===== src/rtl/par_shift_reg_if.sv =====
// Bus bundle for par_shift_reg: load/shift controls in, register state and status out.
// The master drives the controls and the slave (the shifter) drives q/cout/busy/done.
interface par_shift_reg_if #(
    parameter int WIDTH = 8,
    parameter int AW    = $clog2(WIDTH) + 1
);
    logic             load;
    logic [WIDTH-1:0] ld_data;
    logic             start;
    logic             dir;
    logic [1:0]       mode;
    logic [AW-1:0]    amount;
    logic             sin;
    logic [WIDTH-1:0] q;
    logic             cout;
    logic             busy;
    logic             done;

    modport master (
        output load, ld_data, start, dir, mode, amount, sin,
        input  q, cout, busy, done
    );

    modport slave (
        input  load, ld_data, start, dir, mode, amount, sin,
        output q, cout, busy, done
    );
endinterface


===== src/rtl/par_shift_reg.sv =====
// Parallel-load shift register performing multi-cycle 1-bit-per-cycle shifts
// (logical, rotate, arithmetic, serial-fill) under an IDLE/SHIFT/DONE FSM.
module par_shift_reg #(
    parameter int WIDTH = 8,
    parameter int AW    = $clog2(WIDTH) + 1
) (
    input  logic           clk,
    input  logic           rst,
    par_shift_reg_if.slave bus
);
    typedef enum logic [1:0] {IDLE, SHIFT, DONE} state_e;
    typedef enum logic [1:0] {M_LOGIC, M_ROT, M_ARITH, M_SERIAL} mode_e;

    state_e           state, state_n;
    mode_e            mode_r, mode_n;
    logic             dir_r, dir_n;
    logic [AW-1:0]    cnt, cnt_n;
    logic [WIDTH-1:0] q_r, q_n;
    logic             cout_r, cout_n;

    logic             out_bit;
    logic             fill;
    logic [WIDTH-1:0] shifted;
    logic [AW-1:0]    amt_lim;

    always_ff @(posedge clk or posedge rst) begin
        if (rst) begin
            state  <= IDLE;
            mode_r <= M_LOGIC;
            dir_r  <= 1'b0;
            cnt    <= '0;
            q_r    <= '0;
            cout_r <= 1'b0;
        end else begin
            state  <= state_n;
            mode_r <= mode_n;
            dir_r  <= dir_n;
            cnt    <= cnt_n;
            q_r    <= q_n;
            cout_r <= cout_n;
        end
    end

    always_comb begin
        state_n = state;
        mode_n  = mode_r;
        dir_n   = dir_r;
        cnt_n   = cnt;
        q_n     = q_r;
        cout_n  = cout_r;

        amt_lim = (bus.amount > AW'(WIDTH)) ? AW'(WIDTH) : bus.amount;

        // Single-step datapath driven only by the latched dir/mode.
        out_bit = dir_r ? q_r[0] : q_r[WIDTH-1];
        case (mode_r)
            M_LOGIC: fill = 1'b0;
            M_ROT:   fill = out_bit;
            M_ARITH: fill = dir_r & q_r[WIDTH-1];
            default: fill = bus.sin;
        endcase
        shifted = dir_r ? {fill, q_r[WIDTH-1:1]} : {q_r[WIDTH-2:0], fill};

        case (state)
            IDLE: begin
                if (bus.load) begin
                    q_n = bus.ld_data;
                end else if (bus.start) begin
                    dir_n   = bus.dir;
                    mode_n  = mode_e'(bus.mode);
                    cnt_n   = amt_lim;
                    state_n = (amt_lim != '0) ? SHIFT : DONE;
                end
            end
            SHIFT: begin
                q_n    = shifted;
                cout_n = out_bit;
                cnt_n  = cnt - AW'(1);
                if (cnt == AW'(1)) state_n = DONE;
            end
            DONE:    state_n = IDLE;
            default: state_n = IDLE;
        endcase
    end

    assign bus.q    = q_r;
    assign bus.cout = cout_r;
    assign bus.busy = (state == SHIFT);
    assign bus.done = (state == DONE);
endmodule


===== src/flat_wrapper.sv =====
// flat-port wrapper written by rule: the top's interface ports become plain ports
module par_shift_reg_flat 
#(
    parameter int WIDTH = 8,
    parameter int AW    = $clog2(WIDTH) + 1
)
  (clk, rst, bus_load, bus_ld_data, bus_start, bus_dir, bus_mode, bus_amount, bus_sin, bus_q, bus_cout, bus_busy, bus_done);
  par_shift_reg_if #(.WIDTH(WIDTH), .AW(AW)) bus_i ();
  input  logic clk;
  input  logic rst;
  input wire logic [$bits(bus_i.load)-1:0] bus_load;
  input wire logic [$bits(bus_i.ld_data)-1:0] bus_ld_data;
  input wire logic [$bits(bus_i.start)-1:0] bus_start;
  input wire logic [$bits(bus_i.dir)-1:0] bus_dir;
  input wire logic [$bits(bus_i.mode)-1:0] bus_mode;
  input wire logic [$bits(bus_i.amount)-1:0] bus_amount;
  input wire logic [$bits(bus_i.sin)-1:0] bus_sin;
  output wire logic [$bits(bus_i.q)-1:0] bus_q;
  output wire logic [$bits(bus_i.cout)-1:0] bus_cout;
  output wire logic [$bits(bus_i.busy)-1:0] bus_busy;
  output wire logic [$bits(bus_i.done)-1:0] bus_done;
  assign bus_i.load = bus_load;
  assign bus_i.ld_data = bus_ld_data;
  assign bus_i.start = bus_start;
  assign bus_i.dir = bus_dir;
  assign bus_i.mode = bus_mode;
  assign bus_i.amount = bus_amount;
  assign bus_i.sin = bus_sin;
  assign bus_q = bus_i.q;
  assign bus_cout = bus_i.cout;
  assign bus_busy = bus_i.busy;
  assign bus_done = bus_i.done;
  par_shift_reg #(.WIDTH(WIDTH), .AW(AW)) u_core (.clk(clk), .rst(rst), .bus(bus_i));
endmodule

===== config.mk =====
export PLATFORM = sky130hd
export DESIGN_NAME = par_shift_reg_flat
export DESIGN_NICKNAME = d
export VERILOG_FILES = /design/src/rtl/par_shift_reg_if.sv /design/src/rtl/par_shift_reg.sv /design/src/flat_wrapper.sv
export SDC_FILE = /design/constraint.sdc
export NUM_CORES = 1
export LEC_CHECK = 0
export ABC_AREA = 1
export CORE_UTILIZATION = 49
export DETAILED_ROUTE_END_ITERATION = 10
export HOLD_SLACK_MARGIN = 0.06
export PLACE_DENSITY = 0.83
export RECOVER_POWER = 100
export SYNTH_ARGS = -nofsm -noshare
export SYNTH_HDL_FRONTEND = slang
export SYNTH_SLANG_ARGS = --single-unit

===== constraint.sdc =====
create_clock -name clk -period 2.4 [get_ports clk]
set_input_delay 0.24 -clock clk [delete_from_list [all_inputs] [get_ports clk]]
set_output_delay 0.24 -clock clk [all_outputs]
set_load 0.01 [all_outputs]

## Word-level counts from Yosys, hierarchy flattened

Cells that the tools add are included.

| operators by class | value |
|---|---|
| $add $sub $neg | 1 |
| $lt $le $gt $ge | 1 |
| equal/unequal tests | 9 |
| multiplexer cells | 14 |
| bitwise logic cells | 2 |
| reduce and logical (&&, ||, !) cells | 8 |

Operator list:

| kind | count |
|---|---|
| $mux 8 | 2 |
| $pmux 8 s2 | 1 |
| $mux 4 | 3 |
| $reduce_and 3->1 | 3 |
| $mux 2 | 4 |
| $pmux 4 s2 | 1 |
| $ne 2x2->1 const B | 3 |
| $eq 2x1->1 const B | 2 |
| $eq 2x2->1 const B | 2 |
| $eq 4x1->1 const B | 1 |
| $gt 4x4->1 const B | 1 |
| $logic_not 2->1 | 2 |
| $pmux 2 s2 | 1 |
| $reduce_bool 4->1 | 1 |
| $sub 4x1->4 const B | 1 |
| $pmux 1 s3 | 1 |
| $ne 2x1->1 const B | 1 |
| $reduce_and 2->1 | 1 |
| $reduce_bool 2->1 | 1 |
| $and 1x1->1 | 1 |
| $mux 1 | 1 |
| $not 1->1 | 1 |

| word-level totals | value |
|---|---|
| bits in registers | 18 |
| output and inout port bits | 11 |
| word-level logic and storage cells | 41 |

## Depth between registers and ports, before layout

| logic depth | value |
|---|---|
| depth after elaboration | 7 |
| gate-level depth with buffers | 7 |
| mapped depth without buffers | 7 |

## Worst setup path after synthesis

Ideal clock, no wire load.

| path | value |
|---|---|
| path kind | flip-flop to flip-flop |
| from | register u_core.state[1] |
| to | register u_core.q_r[6] (netlist: u_core.bus.q[6]) |
| library setup time | 130 ps |
| arrival time | 1037 ps |
| data required time | 2270 ps |
| slack | 1233 ps |
| cell stages (with the launch flop) | 7 |
| path buffers | 0 |
| clock period less this slack | 1167 ps |
| path through | dfrtp_1 -> inv_1 -> nand2_2 -> inv_1 -> nand3_1 -> o211ai_1 -> o21ai_0 |

| on the way | value |
|---|---|
| cells in the longest elaborated chain, start to end | 3 |

RTL lines:

| item | RTL line | RTL |
|---|---|---|
| from (decl) | par_shift_reg.sv:14 | `state_e state, state_n;` |
| from (signal assigned) | par_shift_reg.sv:35 | `state <= state_n;` |
| $eq 2x1->1 (*) | - |  |
| named net bus_busy | flat_wrapper.sv:20 | `output wire logic [$bits(bus_i.busy)-1:0] bus_busy;` |
| $reduce_bool 2->1 (no source line) | - |  |
| $reduce_and 2->1 (no source line) | - |  |
| to (signal assigned) | par_shift_reg.sv:39 | `q_r <= q_n;` |
| to (decl) | par_shift_reg.sv:18 | `logic [WIDTH-1:0] q_r, q_n;` |

Mark *: on every way through the listed nets, which the timed path passes. The rest lies on a longest branch.
A chain may end at the register's enable or synchronous reset.

## Worst setup path after layout

| path | value |
|---|---|
| from | register u_core.state[1] |
| to | output port bus_busy |

| on the way | value |
|---|---|
| cells in the longest elaborated chain, start to end | 1 |

RTL lines:

| item | RTL line | RTL |
|---|---|---|
| $eq 2x1->1 | par_shift_reg.sv:88 | `assign bus.busy = (state == SHIFT);` |
| to (decl) | flat_wrapper.sv:20 |  |

Every way passes these cells.

==> flow_summary.ini <==
[outcome]
outcome = completed

[drt]
wl_um = 2270
vias = 987
ant_nets = 0
via_per_inst = 5.19
wl_per_cell_um = 11.9
first_pass_iters = 4
drc = 0
dr.first_iter.drc_count = 32

[sta]
setup_violations = 0
fin_worst_skew_ns = 0.00390
grt_setup_unrepaired = no
finalHoldViolations = 0
tns_ns = 0
slew_headroom_pct = 54.8
maxSlewViolCount = 0
setup_slack_ns = 0.258
max_clock_freq_ghz = 0.467
worstMarginPinSlew_ns = 0.677
period_minus_slack_ns = 2.14
period_share_pct = 89.2

[setup_path]
crit_type = register to output port
worstPathArrival_ns = 1.90
critPathMaxStageDelay_ns = 0.64
path_cells = inv_1, nand2_2, inv_1, dlygate4sd3_1
critPathLaunchType = register
r2r_setup_slack_ns = 0.84
reg2reg_to = u_core.bus.q[7]$_DFFE_PP0P_
critPathTopFamily = buffers and inverters
crit_path_frequent_cell = inv_1
r2r_cells = 7
crit_required_ns = 2.16
r2r-start = u_core.dir_r$_DFFE_PP0P_
setup.worst_path.start = u_core.state[1]$_DFFE_PP0P_
path_buf_inv = 3
crit_path_end_kind = output port
slowest_stage = dlygate4sd3_1
path_max_fanout = 17

[global_routing]
grt_use_total_pct = 22.6
grt_max_degree = 19
grt_pass1_wl_um = 3600
grt.overflow.total = 0
antenna_found_initial = 0
grt_pass1_vias = 902

[cts]
holdBufCountCts = 0
cts_tree = yes
cts-root-buf = clkbuf_4
cts.sinks = 18
cts_buffer_depth = 2
htreeDepth = 1
postCtsSetupBuffers = 0
worstSkewPairLatency_ns = 0.29
clk_pin_slew_worst_paths_ns = 0.10
cts_resized = 0
cts_buffers = 3

[power]
peakVddDrop_v = 0.000626
power_leakage_nw = 0.634
power_density_mw_per_mm2 = 1240
total_power_mw = 1.67

[die]
start_util_pct = 52.4
die-area_mm2 = 0.00228
io_pins = 31
core.rowCount = 16
die-width_um = 47.8
core_area_mm2 = 0.00196
die_height_um = 47.8

[synthesis]
synth_common_cells = nand2_1, dfrtp_1, a21oi_1, inv_1, nor2_1
ys_ff_latch = 18
synth_area_mm2 = 0.00103
yosys.area.top_type = dfrtp_1
synth_enable_flop_cells = 0
synthCells = 133
ys_seq_area_share_pct = 43.8
synth_flop_cell = dfrtp_1
synthesis.nets = 155
synth.distinct_cells = 24
syn_avg_cell_area_um2 = 7.72
ys_top_cells_by_area = dfrtp_1, nand2_1, a21oi_1, inv_1, nor2_1
synth_top_area_share_pct = 43.8
synth-async-reset-ratio_pct = 100
yosysWarnings = 0
post-synth-top-count-cell = nand2_1

[flow_run]
maxCapViolCount = 0

[cells_and_area]
fin_cells = 190
drive_gt1_share_pct = 4.91
nNetsFinal = 187
diodes = 0
final_util_pct = 69.0
area_growth_pct = 31.8

[worst_hold_path]
hold_path_class = primary input to async pin

[place]
placed_cells = 187
pre_cts_slack_ns = 0.631
gp_congestion = 0.873
dp_hpwl_um = 1780
port_buffers = 30
[how the worst max path moves through the flow]
| stage | to | slack [ns] | cells after the start |
|---|---|---|---|
| after detailed placement | bus_busy | 0.63 | 4 |
| after CTS | bus_busy | 0.30 | 4 |
| final | bus_busy | 0.26 | 4 |
| after floorplan | u_core.bus.q[6]$_DFFE_PP0P_ | 1.23 | 6 |
| after global routing | bus_busy | 0.12 | 4 |
| after global placement | bus_busy | 0.71 | 4 |
[per-layer routing]
metal / wire, µm / share of wire, % / GRT usage, % / vias to the layer above
met5: 0 / 0 / 0 / -
met4: 13 / 0.57 / 7.78 / 0
met3: 111 / 4.9 / 3.40 / 2
met2: 1140 / 50 / 40.0 / 33
met1: 1000 / 44 / 27.9 / 448
li1: - / - / - / 504
[area by class of cell]
type	count	area, µm²
sequential	18	450
timing repair buffer	30	300
tap	27	33.8
multi-input combinational	92	472
inverter	20	75.1
fill	179	608
clock buffer	3	22.5
[through the flow]
stage	area [µm²]	hold slack (ns)
3_5_place_dp	1330	0.493
6_report	1350	0.473
4_1_cts	1360	0.368
3_3_place_gp	1330	0.479
2_1_floorplan	1030	0.179
5_1_grt	1350	0.505
[power breakdown]
group / switching [mW] / internal, mW
registers: 0.141 / 0.454
clock network: 0.0900 / 0.0584
logic: 0.535 / 0.393
total: 0.767 / 0.905
[logic make-up (layout without fill, tap and decap cells)]
| kind of cell | count (synthesis) | after routing | synth area share, % |
|---|---|---|---|
| xor+xnor | 2 | 2 | 1.71 |
| fa+ha+maj | 2 | 2 | 2.44 |
| buf+inv | 23 | 53 | 9.99 |
| compound gates | 37 | 37 | 21.3 |
| flops | 18 | 18 | 43.8 |
| simple gates | 51 | 51 | 20.7 |
[flip-flops by register name (all words and copies together) (netlist names)]
signal and flops:
u_core.state 2, u_core.cnt 4, u_core.bus.cout 1, u_core.dir_r 1, u_core.bus.q 8, u_core.mode_r 2
[worst reg2reg max path, cell delays in order (launching register included)]
cell      delay [ns]
dfrtp_1         0.57
clkinv_1        0.35
nand2_1         0.16
nand3_1         0.07
nand3_1         0.10
nand2_1         0.06
nand2_1         0.08
a21oi_1         0.06
[placed cells by master, fill, tap and decap left out]
cell type        count
nand2_1             29
inv_1               18
clkdlybuf4s50_1     18
dfrtp_1             18
a21oi_1             17
nor2_1              12
dlygate4sd3_1       12
o21ai_0              9
nand3_1              6
clkbuf_4             3
a21oi_2              2
o211ai_1             2
o22ai_1              2
xor2_1               2
nand4_1              2
a31oi_1              2
ha_1                 2
a21oi_4              1
inv_2                1
nand2_2              1
clkinv_1             1
nand3b_1             1
a211oi_1             1
o21bai_1             1
No activity file was read; power rests on OpenSTA's default activity.
